$ cat src/rtl/fetch_sequencer_if.sv
// Fetch sequencer bus: program-ROM port, datapath status inputs, decoder-facing IR fields.
// Latency: none, wires only.
// Backpressure: stall from the datapath holds the sequencer in EXEC.
interface fetch_sequencer_if #(
  parameter int AW = 10,
  parameter int IW = 18
);
  logic [AW-1:0] pm_addr;
  logic          pm_rd;
  logic [IW-1:0] pm_data;
  logic          stall;
  logic          w_zero;
  logic          w_sign;
  logic          carry;
  logic [7:0]    opcode;
  logic [4:0]    ri;
  logic [4:0]    rj;
  logic          ir_valid;
  logic [AW-1:0] pc;
  logic          stack_err;

  // Sequencer side
  modport master (
    output pm_addr, pm_rd, opcode, ri, rj, ir_valid, pc, stack_err,
    input  pm_data, stall, w_zero, w_sign, carry
  );

  // ROM / decoder / datapath side
  modport slave (
    input  pm_addr, pm_rd, opcode, ri, rj, ir_valid, pc, stack_err,
    output pm_data, stall, w_zero, w_sign, carry
  );
endinterface

$ cat src/rtl/fetch_sequencer.sv
// Instruction fetch sequencer: PC, ROM read, IR latch, jump/branch and BSR/RET return stack.
// Latency: 3 cycles per instruction (FETCH, LOAD, EXEC); ir_valid is high for the whole EXEC phase.
// Backpressure: stall holds EXEC with IR, PC and stack frozen; FETCH_STACK_ERR_EN selects trap-on-stack-error.
module fetch_sequencer #(
  parameter int AW          = 10,
  parameter int IW          = 18,
  parameter int STACK_DEPTH = 4,
  parameter int TRAP_VECTOR = 0
) (
  input logic               clk,
  input logic               reset,
  fetch_sequencer_if.master bus
);

  localparam int SPW = $clog2(STACK_DEPTH + 1);
  localparam int IXW = $clog2(STACK_DEPTH);
  localparam logic [SPW-1:0] SP_FULL = SPW'(STACK_DEPTH);

  // Depth must be a power of two so the stack index wraps naturally; trap PC must fit.
  if (STACK_DEPTH < 2 || (STACK_DEPTH & (STACK_DEPTH - 1)) != 0 ||
      TRAP_VECTOR < 0 || TRAP_VECTOR >= (1 << AW)) begin : g_param_check
    $error("fetch_sequencer: STACK_DEPTH must be a power of two >= 2 and TRAP_VECTOR must fit in AW bits");
  end

  typedef enum logic [1:0] {
    S_FETCH = 2'd0,
    S_LOAD  = 2'd1,
    S_EXEC  = 2'd2
  } state_t;

  state_t         state_q, state_d;
  logic           commit;
  logic [IW-1:0]  ir_q;
  logic [AW-1:0]  pc_q, pc_d;
  logic [SPW-1:0] sp_q;
  logic [AW-1:0]  stk_q [STACK_DEPTH];
  logic           push, pop, push_wrap;
  logic [7:0]     op;
  logic [AW-1:0]  target, pc_inc;
  logic [IXW-1:0] push_idx, pop_idx;

`ifdef FETCH_STACK_ERR_EN
  localparam logic [AW-1:0] TRAP_PC = AW'(TRAP_VECTOR);
  logic err_q, err_set;
`endif

  assign op       = ir_q[IW-1 -: 8];
  assign target   = AW'({ir_q[9:5], ir_q[4:0]});
  assign pc_inc   = pc_q + AW'(1);
  assign push_idx = IXW'(sp_q);
  assign pop_idx  = IXW'(sp_q - SPW'(1));

  // State register
  always_ff @(posedge clk) begin
    if (reset) state_q <= S_FETCH;
    else       state_q <= state_d;
  end

  // Phase sequencing; EXEC only retires when the datapath is not stalling
  always_comb begin
    state_d = state_q;
    commit  = 1'b0;
    case (state_q)
      S_FETCH: state_d = S_LOAD;
      S_LOAD:  state_d = S_EXEC;
      S_EXEC: begin
        if (!bus.stall) begin
          commit  = 1'b1;
          state_d = S_FETCH;
        end
      end
      default: state_d = S_FETCH;
    endcase
  end

  // Next-PC and stack action from the IR; flags only matter on the committing cycle
  always_comb begin
    pc_d      = pc_inc;
    push      = 1'b0;
    pop       = 1'b0;
    push_wrap = 1'b0;
`ifdef FETCH_STACK_ERR_EN
    err_set   = 1'b0;
`endif
    if (op[7:3] == 5'b00100) begin
      pc_d = target;
    end else if (op[7:3] == 5'b00101) begin
      if (bus.w_zero) pc_d = target;
    end else if (op[7:3] == 5'b00110) begin
      if (!bus.w_sign) pc_d = target;
    end else if (op[7:3] == 5'b00111) begin
      if (bus.carry) pc_d = target;
    end else if (op[7:2] == 6'b000111) begin
`ifdef FETCH_STACK_ERR_EN
      if (sp_q == SP_FULL) begin
        err_set = 1'b1;
        pc_d    = TRAP_PC;
      end else begin
        push = 1'b1;
        pc_d = pc_q + target;
      end
`else
      pc_d = pc_q + target;
      if (sp_q == SP_FULL) push_wrap = 1'b1;
      else                 push      = 1'b1;
`endif
    end else if (op == 8'h41) begin
`ifdef FETCH_STACK_ERR_EN
      if (sp_q == '0) begin
        err_set = 1'b1;
        pc_d    = TRAP_PC;
      end else begin
        pop  = 1'b1;
        pc_d = stk_q[pop_idx];
      end
`else
      if (sp_q == '0) begin
        pc_d = stk_q[STACK_DEPTH-1];
      end else begin
        pop  = 1'b1;
        pc_d = stk_q[pop_idx];
      end
`endif
    end
  end

  // Instruction register: captures ROM data one cycle after the read strobe
  always_ff @(posedge clk) begin
    if (reset)                 ir_q <= '0;
    else if (state_q == S_LOAD) ir_q <= bus.pm_data;
  end

  // PC and stack pointer advance only when EXEC retires
  always_ff @(posedge clk) begin
    if (reset) begin
      pc_q <= '0;
      sp_q <= '0;
    end else if (commit) begin
      pc_q <= pc_d;
      if (push)     sp_q <= sp_q + SPW'(1);
      else if (pop) sp_q <= sp_q - SPW'(1);
    end
  end

  // Stack storage; a full circular stack slides down so the newest entry stays on top
  always_ff @(posedge clk) begin
    if (!reset && commit) begin
      if (push) begin
        stk_q[push_idx] <= pc_inc;
      end else if (push_wrap) begin
        for (int i = 0; i < STACK_DEPTH - 1; i++) stk_q[i] <= stk_q[i+1];
        stk_q[STACK_DEPTH-1] <= pc_inc;
      end
    end
  end

`ifdef FETCH_STACK_ERR_EN
  // Sticky stack error, cleared only by reset
  always_ff @(posedge clk) begin
    if (reset)                  err_q <= 1'b0;
    else if (commit && err_set) err_q <= 1'b1;
  end
  assign bus.stack_err = err_q;
`else
  assign bus.stack_err = 1'b0;
`endif

  // Strobes are forced low while reset is held so nothing leaks out mid-reset
  assign bus.pm_rd    = (state_q == S_FETCH) && !reset;
  assign bus.pm_addr  = pc_q;
  assign bus.ir_valid = (state_q == S_EXEC) && !reset;
  assign bus.opcode   = op;
  assign bus.ri       = ir_q[9:5];
  assign bus.rj       = ir_q[4:0];
  assign bus.pc       = pc_q;

endmodule
$ cat src/flat_wrapper.sv
// flat-port wrapper written by rule: the top's interface ports become plain ports
module fetch_sequencer_flat 
#(
  parameter int AW          = 10,
  parameter int IW          = 18,
  parameter int STACK_DEPTH = 4,
  parameter int TRAP_VECTOR = 0
)
  (clk, reset, bus_pm_addr, bus_pm_rd, bus_opcode, bus_ri, bus_rj, bus_ir_valid, bus_pc, bus_stack_err, bus_pm_data, bus_stall, bus_w_zero, bus_w_sign, bus_carry);
  fetch_sequencer_if #(.AW(AW), .IW(IW)) bus_i ();
  input logic clk;
  input logic reset;
  output wire logic [$bits(bus_i.pm_addr)-1:0] bus_pm_addr;
  output wire logic [$bits(bus_i.pm_rd)-1:0] bus_pm_rd;
  output wire logic [$bits(bus_i.opcode)-1:0] bus_opcode;
  output wire logic [$bits(bus_i.ri)-1:0] bus_ri;
  output wire logic [$bits(bus_i.rj)-1:0] bus_rj;
  output wire logic [$bits(bus_i.ir_valid)-1:0] bus_ir_valid;
  output wire logic [$bits(bus_i.pc)-1:0] bus_pc;
  output wire logic [$bits(bus_i.stack_err)-1:0] bus_stack_err;
  input wire logic [$bits(bus_i.pm_data)-1:0] bus_pm_data;
  input wire logic [$bits(bus_i.stall)-1:0] bus_stall;
  input wire logic [$bits(bus_i.w_zero)-1:0] bus_w_zero;
  input wire logic [$bits(bus_i.w_sign)-1:0] bus_w_sign;
  input wire logic [$bits(bus_i.carry)-1:0] bus_carry;
  assign bus_pm_addr = bus_i.pm_addr;
  assign bus_pm_rd = bus_i.pm_rd;
  assign bus_opcode = bus_i.opcode;
  assign bus_ri = bus_i.ri;
  assign bus_rj = bus_i.rj;
  assign bus_ir_valid = bus_i.ir_valid;
  assign bus_pc = bus_i.pc;
  assign bus_stack_err = bus_i.stack_err;
  assign bus_i.pm_data = bus_pm_data;
  assign bus_i.stall = bus_stall;
  assign bus_i.w_zero = bus_w_zero;
  assign bus_i.w_sign = bus_w_sign;
  assign bus_i.carry = bus_carry;
  fetch_sequencer #(.AW(AW), .IW(IW), .STACK_DEPTH(STACK_DEPTH), .TRAP_VECTOR(TRAP_VECTOR)) u_core (.clk(clk), .reset(reset), .bus(bus_i));
endmodule
$ cat config.mk
export PLATFORM = sky130hd
export DESIGN_NAME = fetch_sequencer_flat
export DESIGN_NICKNAME = d
export VERILOG_FILES = /design/src/rtl/fetch_sequencer_if.sv /design/src/rtl/fetch_sequencer.sv /design/src/flat_wrapper.sv
export SDC_FILE = /design/constraint.sdc
export NUM_CORES = 1
export LEC_CHECK = 0
export CAP_MARGIN = 20
export CORE_ASPECT_RATIO = 0.75
export CORE_MARGIN = 5
export CORE_UTILIZATION = 60
export CTS_CLUSTER_DIAMETER = 40
export DETAILED_ROUTE_END_ITERATION = 10
export DONT_BUFFER_PORTS = 1
export PLACE_DENSITY = 0.76
export RECOVER_POWER = 25
export SLEW_MARGIN = 10
export SYNTH_ARGS = -nofsm -noshare
export SYNTH_HDL_FRONTEND = slang
export SYNTH_SLANG_ARGS = --single-unit
$ cat constraint.sdc
create_clock -name clk -period 3.1 [get_ports clk]
set_input_delay 0.465 -clock clk [delete_from_list [all_inputs] [get_ports clk]]
set_output_delay 0.465 -clock clk [all_outputs]
set_load 0.02 [all_outputs]
Word level (Yosys, flattened, before mapping)
Memory sizes are Yosys's and may differ from the RTL's.
Index checks and enable logic that the tools add are counted.
{"block": "word_totals", "ff_bits": 33, "mem_bits_rw": 40, "input_bits": 24, "memories": 1}
{"block": "op_classes", "addsub": 4, "eq_ne": 10, "n_mux": 45, "reduce_logical": 9}
{"memory": "u_core.stk_q", "depth": 4, "width": 10, "read_ports": 4, "rd_ports_with_merged_regs": 0, "wr": 4, "line": "fetch_sequencer.sv:36", "rtl": "logic [AW-1:0] stk_q [STACK_DEPTH];"}
{"operator": "two-way mux 10 bit", "count": 11}
{"operator": "two-way mux 1 bit", "count": 29}
{"operator": "== test 5 x 3 -> 1 bit, second input constant", "count": 4}
{"operator": "adder 10 x 1 -> 10 bit, second input constant", "count": 1}
{"operator": "adder 10 bit", "count": 1}
{"operator": "OR reduction 10 bit", "count": 1}
{"operator": "== test 8 x 7 -> 1 bit, second input constant", "count": 1}
{"operator": "== test 6 x 3 -> 1 bit, second input constant", "count": 1}
{"operator": "two-way mux 3 bit", "count": 2}
{"operator": "case mux 2 bit (3 select lines)", "count": 1}
{"operator": "two-way mux 2 bit", "count": 2}
{"operator": "adder 3 x 1 -> 3 bit, second input constant", "count": 1}
{"operator": "== test 3 bit, second input constant", "count": 1}
{"operator": "logical AND 1 bit", "count": 3}
{"operator": "zero test 3 bit", "count": 1}
{"operator": "subtractor 3 x 1 -> 3 bit, second input constant", "count": 1}
{"operator": "== test 2 x 1 -> 1 bit, second input constant", "count": 1}
{"operator": "== test 2 bit, second input constant", "count": 1}
{"operator": "zero test 2 bit", "count": 1}
{"operator": "!= test 2 bit, second input constant", "count": 1}
{"operator": "AND reduction 2 bit", "count": 1}
{"operator": "nonzero test 2 bit", "count": 1}
{"operator": "zero test 1 bit", "count": 1}

Longest topological paths before layout
Gate-level depths: netlist of run 1.
{"block": "depth", "word_depth": 13, "ltp_mapped": 13, "mapped_depth_nobuf": 9}

Worst setup path after synthesis of run 1
Ideal clock, no wire load.
{"block": "synth_timing", "kind": "flip-flop to flip-flop", "from": "register u_core.sp_q[0]", "to": "memory u_core.stk_q[0][0] (enable)", "setup_time_ps": 407, "arrival_time_ps": 2333, "slack_ps": 360, "path_stages_with_launch": 7, "path_buffers": 1, "cell_sequence": "dfxtp_1 > inv_1 > clkbuf_1 > ha_1 > nand2_1 > nand2_1 > o41ai_1"}
{"element": "start: declaration", "line": "fetch_sequencer.sv:35", "rtl": "logic [SPW-1:0] sp_q;"}
{"element": "start signal: assignment", "line": "fetch_sequencer.sv:140", "rtl": "if (push) sp_q <= sp_q + SPW'(1);"}
{"element": "start signal: assignment", "line": "fetch_sequencer.sv:141", "rtl": "else if (pop) sp_q <= sp_q - SPW'(1);"}
{"element": "end: declaration", "line": "fetch_sequencer.sv:36"}

Final worst setup path of run 1
{"block": "layout_timing", "from": "register u_core.pc_q[1] (netlist: u_core.bus.pc[1])", "to": "register u_core.pc_q[9] (netlist: u_core.bus.pc[9])"}
{"block": "layout_between", "elab_chain_len": 7, "elab_cells_between_ends": 11, "cone_classes": "2 x add/sub; 9 x mux"}
{"element": "start: declaration", "line": "fetch_sequencer.sv:34", "rtl": "logic [AW-1:0] pc_q, pc_d;"}
{"element": "start signal: assignment", "line": "fetch_sequencer.sv:139", "rtl": "pc_q <= pc_d;"}
{"element": "adder 10 x 1 -> 10 bit", "line": "fetch_sequencer.sv:49", "rtl": "assign pc_inc = pc_q + AW'(1);"}
{"element": "two-way mux 10 bit", "line": "fetch_sequencer.sv:107", "rtl": "end else if (op == 8'h41) begin"}
{"element": "two-way mux 10 bit", "line": "fetch_sequencer.sv:93", "rtl": "end else if (op[7:2] == 6'b000111) begin"}
{"element": "two-way mux 10 bit", "line": "fetch_sequencer.sv:91", "rtl": "end else if (op[7:3] == 5'b00111) begin"}
{"element": "two-way mux 10 bit", "line": "fetch_sequencer.sv:89", "rtl": "end else if (op[7:3] == 5'b00110) begin"}
{"element": "two-way mux 10 bit (*)", "line": "fetch_sequencer.sv:87", "rtl": "end else if (op[7:3] == 5'b00101) begin"}
{"element": "two-way mux 10 bit (*)", "line": "fetch_sequencer.sv:85", "rtl": "if (op[7:3] == 5'b00100) begin"}
Every way passes the cells marked *; elsewhere a longest branch is shown, timed or not.
A chain may end at the register's enable or synchronous reset.

==> key figures, run 1 <==
Routing
  • DRC errors left: 0
  • Pre-Repair DR Iteration Count: 6
  • Via density: 6.53
  • Routed wire length per instance: 20.5 microns
  • Routed Antenna Nets: 0
  • Initial DRC Count: 413
  • Total Routed Length: about 13000 microns
  • Vias after detailed routing: 4115

Power and ir drop
  • Cell Pwr Density: 432 nW/um^2
  • Peak VDD IR: 0.259 mV
  • Leakage power: around 1.8 nW
  • Power consumption: 2.15 mW

Synthesis
  • Ys Warns: 0
  • Leading area contributor after synthesis: edfxtp_1
  • Average size of a mapped cell: 8.89 sq um
  • Seq/Total Area, Yosys: 0.396
  • Syn Nets: 566
  • Flops & latches, synth: 73
  • Number of synthesized flops with an enable pin: 40
  • Post-synth top flop: edfxtp_1
  • Post-synth ARST share: 0
  • Synth Cell Area: 4700 sq um
  • Synth Instances: ~530
  • Top cells by area, synth: edfxtp_1 (26%), dfxtp_1 (14%), nand2_1 (5.8%)
  • Share of the synthesized area in the top cell type: 0.256
  • Unique masters post-synth: 63

Worst setup path
  • Req. time, crit path: 3400 ps
  • Critical Path End Type: flop
  • Worst stage delay on the critical path: 780 ps
  • R2R depth: 8
  • Worst-path cell chain: ha_1 -> a211oi_1 -> nor2_1 -> o21a_1 -> o2111ai_1 -> mux2i_1 -> o221ai_1 -> o211ai_1
  • Crit start category: flop
  • R2R Setup Slk: between 400 and 500 ps
  • R2r startpoint: u_core.bus.pc[1]
  • Worst R2R End: u_core.bus.pc[9]
  • Critical path's top delay family: compound AO/OA/AOI/OAI gates
  • CP max stage cell: dfxtp_1
  • Crit path buf inv count: 0
  • CP max FO: 7
  • Critical path class: flop to flop
  • Arrival time at the worst endpoint: just under 3000 ps

Timing
  • RSZ-0062 raised after global routing: no
  • Final count of pins violating max slew: 0
  • Final setup fails: 0
  • Slew HR: 0.506
  • Final Hold Viols: 0
  • Worst Clk Skew: roughly 9.6 ps
  • Final Cycle Share: 0.857
  • Clock period minus final worst setup slack: 2660 ps
  • Final TNS setup: 0 ps
  • Peak Freq: 377 MHz
  • Worst-margin pin slew: 742 ps
  • Final worst slack: 445 ps

Hold path
  • Hold_sp: reset
  • Hold EP: u_core.ir_q[17]
  • Worst min path class: input pin to flop
  • Hold Path Stages: 1

Clock network
  • Sink Count: 73
  • TritonCTS clock tree: built
  • Clk_lat worst skew: roughly 370 ps
  • Postcts setup bufs: 0
  • CTS buffer count: 9
  • Clock Tree Buf Depth: 2
  • CTS Hold Bufs: 0
  • CTS clk-pin slew, worst paths: ~80 ps
  • CTS root buffer: clkbuf_8
  • H-tree depth: 3
  • Post_cts resized: 0

Floorplan
  • Std-Cell Rows: 28
  • Boundary pin count: 65
  • Initial Utilization: 0.606
  • Die Y: slightly below 90 microns
  • Die Area: 9710 sq um
  • DIE WIDTH: 112 microns
  • CORE AREA: 7740 sq um

Outcome
  • Outcome: finished clean

Global route
  • Grt total ovfl: 0
  • Vias in the first global route: 3978
  • Initial antenna violation count: 0
  • Total GRT Usage: 0.272
  • First-pass GRT wire length: 20800 microns
  • Maximum number of pins on one net before global-route repair: 35

Finish
  • Inserted Diodes: 0
  • Area Overhead vs Synth: 6.13%
  • Ratio of cells with drive above 1 in the final layout: 0.0933
  • Fin util: 0.644
  • Final nets: 558
  • Finished Layout Cells: 630

Place
  • RePlAce Congestion: 1.04
  • Dpl hpwl: 9530 microns
  • Placed Instances: 614
  • IO buf count: 0
  • Post-Place Worst Slack: 493 ps

Flow run
  • Max cap viols: 0
-- stage by stage --
| step | instance area, sq um | hold WS, ps |
|---|---|---|
| after global routing | 4980 | 150 |
| after floorplan | 4700 | 471 |
| after CTS | 4990 | 151 |
| after detailed placement | 4760 | 484 |
| after global placement | 4760 | 474 |
| final | 4980 | 156 |
-- how the worst max path moves through the flow --
stage | endpoint | startpoint | cells past startpoint
2_1_floorplan | u_core.stk_q[0][0] | u_core.sp_q[0] | 6
3_3_place_gp | u_core.bus.pc[9] | u_core.bus.pc[1] | 8
3_5_place_dp | u_core.bus.pc[9] | u_core.bus.pc[1] | 8
4_1_cts | u_core.bus.pc[9] | u_core.bus.pc[1] | 8
5_1_grt | u_core.bus.pc[3] | u_core.sp_q[1] | 7
6_report | u_core.bus.pc[9] | u_core.bus.pc[1] | 8
-- cells in the mapped netlist (4+ instances only) --
library cell / n
nand2_1: 73
edfxtp_1: 40
nand3_1: 14
ha_1: 13
a21o_1: 8
o21ai_0: 37
buf_4: 14
a21oi_1: 34
a22oi_1: 4
mux2i_1: 14
nand2b_1: 14
a211oi_1: 7
o22ai_1: 6
nor2_1: 45
nand4_1: 5
dfxtp_1: 33
o21a_1: 27
a221oi_1: 9
xor2_1: 9
buf_2: 8
a31oi_1: 4
o221ai_1: 7
buf_1: 4
a221o_1: 4
nor3_1: 9
xnor2_1: 8
inv_1: 11
clkbuf_1: 11
-- cells in the final DEF, fill, tap and decap left out, drive strengths merged, types with 11 or more instances in the layout --
cell,n
a21oi,35
buf,18
clkbuf,17
dfxtp,33
edfxtp,40
ha,13
inv,11
mux2i,14
nand2,73
nand2b,14
nand3,17
nor2,46
nor3,11
o21a,27
o21ai,38
-- kinds of logic (layout without fill, tap and decap cells) --
family,Yosys count,in the layout,synth area share
XOR/XNOR,17,17,0.0317
AO/OA/AOI/OAI,168,168,0.242
other,1,1,0.000799
AND/OR/NAND/NOR,189,189,0.199
buffers and inverters,51,48,0.0589
multiplexers,15,15,0.0322
adder cells (fa/ha/maj),14,14,0.0389
flip-flops,73,73,0.396
-- per-layer routing --
metal	up-vias	part of all wire	GRT usage
met2	235	0.44	0.410
li1	1923	-	-
met1	1924	0.45	0.379
met3	33	0.096	0.0733
met5	-	0	0
met4	0	0.016	0.0939
-- power breakdown --
part           switching (mW)  total, mW  internal (mW)
combinational           0.139      0.218         0.0785
clock                   0.381      0.841          0.460
sequential             0.0594       1.09           1.04
-- sequential cells by signal, indices dropped and copies added (netlist names) --
name,count
u_core.stk_q,40
u_core.ir_q,18
u_core.bus.pc,10
u_core.sp_q,3
u_core.state_q,2
-- layout make-up --
| cell class | count | area, sq um |
|---|---|---|
| fill | 670 | 2760 |
| multi-input combinational | 404 | 2570 |
| sequential | 73 | 1860 |
| clock buffer | 14 | 216 |
| timing repair buffer | 21 | 146 |
| tap | 105 | 131 |
| inverter | 11 | 41.3 |
| clock inverter | 2 | 13.8 |
(Power assumes the default switching activity.)
==> run 2, diff against run 1 <==
--- a/config.mk
+++ b/config.mk
@@ -5,7 +5,6 @@
 export SDC_FILE = /design/constraint.sdc
 export NUM_CORES = 1
 export LEC_CHECK = 0
-export CAP_MARGIN = 20
 export CORE_ASPECT_RATIO = 0.75
 export CORE_MARGIN = 5
 export CORE_UTILIZATION = 60
==> constraint.sdc (replaced) <==
create_clock -name clk -period 2.7 [get_ports clk]
set_input_delay 0.405 -clock clk [delete_from_list [all_inputs] [get_ports clk]]
set_output_delay 0.405 -clock clk [all_outputs]
set_load 0.02 [all_outputs]
==> key figures, run 2 (synthesized netlist as in run 1, its figures left out) <==
Timing
  • Final setup fails: 0
  • Slew HR: 0.492
  • Worst Clk Skew: 10.9 ps
  • RSZ-0062 raised after global routing: no
  • Final Hold Viols: 0
  • Final Cycle Share: 0.909
  • Clock period minus final worst setup slack: 2450 ps
  • Peak Freq: 408 MHz
  • Final count of pins violating max slew: 0
  • Worst-margin pin slew: roughly 760 ps

Clock network
  • Post_cts resized: 0
  • CTS Hold Bufs: 0
  • TritonCTS clock tree: built
  • CTS clk-pin slew, worst paths: about 90 ps
  • Sink Count: 73
  • Clk_lat worst skew: 370 ps
  • Postcts setup bufs: 0
  • CTS root buffer: clkbuf_8
  • CTS buffer count: 9
  • H-tree depth: 3
  • Clock Tree Buf Depth: 2

Worst setup path
  • Req. time, crit path: slightly below 3000 ps
  • Critical path class: flop to flop
  • Crit start category: flop
  • CP max FO: 4
  • Critical Path End Type: flop
  • Arrival time at the worst endpoint: about 2700 ps

Floorplan
  • Std-Cell Rows: 28
  • Die Y: roughly 87 microns
  • CORE AREA: 7740 sq um
  • Boundary pin count: 65
  • Die Area: between 9000 and 10000 sq um
  • DIE WIDTH: 112 microns
  • Initial Utilization: 0.606

Power and ir drop
  • Seq pwr share: 0.486
  • Psw: roughly 0.67 mW
  • Clock Power Share: 0.409
  • Peak VDD IR: slightly below 0.5 mV
  • Power consumption: 2.56 mW
  • Leakage power: 1.88 nW
  • Internal Pwr Total: 1.89 mW
  • Cell Pwr Density: 508 nW/um^2
  • Comb pwr share: 0.105
  • Sw Ratio: 0.263

Routing
  • DRC errors left: 0
  • Routed wire length per instance: 21.3 microns
  • Initial DRC Count: 547
  • Total Routed Length: 13700 microns
  • Pre-Repair DR Iteration Count: 5
  • Vias after detailed routing: 4268
  • Via density: roughly 6.7
  • Routed Antenna Nets: 0

Global route
  • Grt peak-use layer: met2
  • Initial antenna violation count: 0
  • Total GRT Usage: 0.285
  • Met2 usage: 0.428
  • GR Layer Usage met1: 0.383
  • Grt total ovfl: 0
  • Met3 usage: 0.109
  • Vias in the first global route: about 4.1k
  • Maximum number of pins on one net before global-route repair: 35
  • First-pass GRT wire length: 21700 microns

Finish
  • Ratio of cells with drive above 1 in the final layout: 0.0972
  • Area Overhead vs Synth: 7.41%
  • Fillers: 639
  • Most common cell after layout, fill and taps aside: nand2_1
  • Most frequent cells in the layout: nand2_1 (73), nor2_1 (45), edfxtp_1 (40), o21ai_0 (37), a21oi_1 (34)
  • Fin util: 0.651
  • Final nets: 568
  • Top reg by flops: u_core.stk_q
  • Largest register FFs: 40
  • Inserted Diodes: 0

Hold path
  • Worst min path class: input pin to flop

Place
  • IO buf count: 0
  • RePlAce Congestion: 1.01
  • Dpl hpwl: 10100 microns

Flow run
  • Max cap viols: 0

Outcome
  • Outcome: finished clean
-- run 2: through the flow --
step / area [sq um] / setup TNS (ps) / worst slack (ps) / hold slack [ps] / instances
2_1_floorplan: 4700 / -798 / -39.9 / 471 / 528
3_3_place_gp: 4840 / 0 / 395 / 474 / 624
3_5_place_dp: 4840 / 0 / 306 / 480 / 624
4_1_cts: 5070 / 0 / 280 / 94.3 / 640
5_1_grt: 5040 / 0 / 89.0 / 90.2 / 640
6_report: 5040 / 0 / 247 / 103 / 640
-- run 2: final cells by class --
cell class,instances,area [sq um],share of cell area
multi-input cells,404,2570,0.510
clock inverters,6,106,0.0211
well taps,105,131,0.0260
repair buffers,31,203,0.0402
clock buffers,10,128,0.0253
inverters,11,41.3,0.00819
flip-flops and latches,73,1860,0.369
-- run 2: critical path, cell delays in order (launching register included) --
cell	delay, ps
dfxtp_1	360
ha_1	270
fa_1	450
a211oi_1	310
o21ai_0	150
a31oi_1	290
xor2_1	210
o22ai_1	100
o221ai_1	150
nand2_1	60
-- run 2: final timing paths --
kind | end | start | cells past startpoint | slack (ps)
hold reg to reg | u_core.state_q[0] | u_core.state_q[0] | 1 | 500
setup reg to reg | u_core.bus.pc[8] | u_core.bus.pc[0] | 9 | 250
setup / recovery | u_core.bus.pc[8] | u_core.bus.pc[0] | 9 | 250
hold / removal | u_core.bus.pc[7] | reset | 1 | 100
-- run 2: routing by layer --
layer | part of all wire | routed length (microns)
met2 | 0.44 | 6070
met1 | 0.41 | 5650
met4 | 0.019 | 259
met5 | 0 | 0
met3 | 0.12 | 1690
-- run 2: power by group through the flow --
stage | Sequential, mW | Clock (mW) | Combinational [mW]
global route | 1.25 | 1.11 | 0.292
global placement | 1.27 | 0 | 0.257
floorplan | 1.27 | 0 | 0.207
detailed placement | 1.27 | 0 | 0.266
finish | 1.25 | 1.05 | 0.269
CTS | 1.25 | 1.05 | 0.267
==> run 3, diff against run 2 <==
--- a/config.mk
+++ b/config.mk
@@ -5,13 +5,13 @@
 export SDC_FILE = /design/constraint.sdc
 export NUM_CORES = 1
 export LEC_CHECK = 0
+export BUFFER_PORTS_ARGS = -buffer_cell sky130_fd_sc_hd__buf_4
 export CORE_ASPECT_RATIO = 0.75
 export CORE_MARGIN = 5
-export CORE_UTILIZATION = 60
+export CORE_UTILIZATION = 58
 export CTS_CLUSTER_DIAMETER = 40
 export DETAILED_ROUTE_END_ITERATION = 10
-export DONT_BUFFER_PORTS = 1
-export PLACE_DENSITY = 0.76
+export PLACE_DENSITY = 0.8
 export RECOVER_POWER = 25
 export SLEW_MARGIN = 10
 export SYNTH_ARGS = -nofsm -noshare
==> key figures, run 3 (synthesized netlist as in run 1, its figures left out) <==
Clock network
  • CTS root buffer: clkbuf_8
  • Clock Tree Buf Depth: 2
  • Sink Count: 73
  • CTS clk-pin slew, worst paths: 80 ps
  • CTS buffer count: 9
  • TritonCTS clock tree: built
  • Clk_lat worst skew: 360 ps
  • H-tree depth: 3
  • Post_cts resized: 0
  • CTS Hold Bufs: 0
  • Postcts setup bufs: 0

Floorplan
  • Initial Utilization: 0.596
  • Boundary pin count: 65
  • DIE WIDTH: between 100 and 150 microns
  • CORE AREA: around 8000 sq um
  • Die Area: 10000 sq um
  • Std-Cell Rows: 28
  • Die Y: between 80 and 90 microns

Routing
  • Total Routed Length: 13500 microns
  • Via density: 6.32
  • Initial DRC Count: about 470
  • Vias after detailed routing: 4371
  • DRC errors left: 0
  • Pre-Repair DR Iteration Count: 6
  • Routed wire length per instance: 19.5 microns
  • Routed Antenna Nets: 0

Finish
  • Largest register FFs: 40
  • Final nets: 620
  • Finished Layout Cells: approximately 690
  • Most common cell after layout, fill and taps aside: nand2_1
  • Inserted Diodes: 0
  • Fillers: about 710
  • Top reg by flops: u_core.stk_q
  • Ratio of cells with drive above 1 in the final layout: 0.135
  • Area of the multi-input gates: 2570 sq um
  • Register Area: 1860 sq um
  • Area Overhead vs Synth: 13.0%
  • Most frequent cells in the layout: nand2_1 (73), buf_4 (48), nor2_1 (45), edfxtp_1 (40), o21ai_0 (37)

Flow run
  • Max cap viols: 1

Place
  • RePlAce Congestion: between 0.9 and 1
  • Placed Instances: 676
  • IO buf count: between 60 and 70
  • Dpl hpwl: 10200 microns

Power and ir drop
  • Peak VDD IR: ~0.48 mV
  • Leakage power: 2.02 nW
  • Cell Pwr Density: 456 nW/um^2
  • Power consumption: approximately 2.4 mW

Global route
  • Maximum number of pins on one net before global-route repair: 34
  • First-pass GRT wire length: 21700 microns
  • Initial antenna violation count: 0
  • Total GRT Usage: 0.277
  • Vias in the first global route: 4260
  • Grt total ovfl: 0

Worst setup path
  • Critical Path End Type: primary output
  • Crit start category: input pin
  • R2R Setup Slk: 230 ps
  • Arrival time at the worst endpoint: 2120 ps
  • Req. time, crit path: ~2300 ps
  • CP max FO: 32
  • Critical path class: input pin to primary output

Hold path
  • Worst min path class: input pin to flop

Timing
  • Slew HR: -0.0380
  • Final Cycle Share: 0.936
  • Clock period minus final worst setup slack: 2530 ps
  • Worst-margin pin slew: 1560 ps
  • Final Hold Viols: 0
  • Final count of pins violating max slew: 33
  • RSZ-0062 raised after global routing: no
  • Peak Freq: 396 MHz
  • Worst Clk Skew: between 10 and 15 ps
  • Final setup fails: 0

Outcome
  • Outcome: finished, violations left
  • Failing checks: max-capacitance violations, max-slew violations
-- run 3: cell types whose count changed in the layout (fill, tap and decap cells not counted), sizes merged --
cell / change
buf: +26
bufinv: -3
clkbuf: +30
clkinv: -2
clkinvlp: +1
-- run 3: worst paths after layout --
path              startpoint                to  depth (start not counted)
max                    reset      bus_ir_valid                          4
min           bus_pm_data[2]    u_core.ir_q[2]                          3
max reg2reg   u_core.sp_q[1]  u_core.bus.pc[7]                          9
min reg2reg  u_core.ir_q[11]   u_core.ir_q[11]                          2
-- run 3: through the flow --
step	instance area (sq um)	utilization	setup slack [ps]	setup TNS [ps]	hold WS, ps
2_1_floorplan	4700	-	-39.9	-798	471
3_3_place_gp	5240	0.665	417	0	463
3_5_place_dp	5240	0.665	308	0	475
4_1_cts	5430	0.689	290	0	279
5_1_grt	5310	0.673	36.2	0	275
6_report	5310	0.673	173	0	290
-- run 3: per-layer routing --
layer	GRT usage	vias to the layer above	share of wire
met5	0	-	0
met4	0.0809	0	0.014
met3	0.0656	20	0.10
met2	0.437	246	0.44
met1	0.383	2070	0.45
li1	-	2035	-
-- run 3: power breakdown --
| group | switching (mW) | total (mW) | leakage, nW | internal, mW |
|---|---|---|---|---|
| combinational | 0.215 | 0.338 | 1.28 | 0.123 |
| clock | 0.424 | 0.849 | 0.0952 | 0.425 |
| sequential | 0.0445 | 1.23 | 0.649 | 1.19 |
| total | 0.683 | 2.42 | 2.02 | 1.74 |
-- run 3: cell type report --
cell class | count | share of cell area
clock buffers | 14 | 0.0335
clock inverters | 2 | 0.00236
inverters | 11 | 0.00778
multi-input cells | 404 | 0.485
flip-flops and latches | 73 | 0.351
well taps | 105 | 0.0248
repair buffers | 83 | 0.0958
-- run 3: critical path, cell delays in order --
cell and delay, ps:
clkbuf_1 180, clkbuf_1 1160, nor2_1 140, buf_4 230
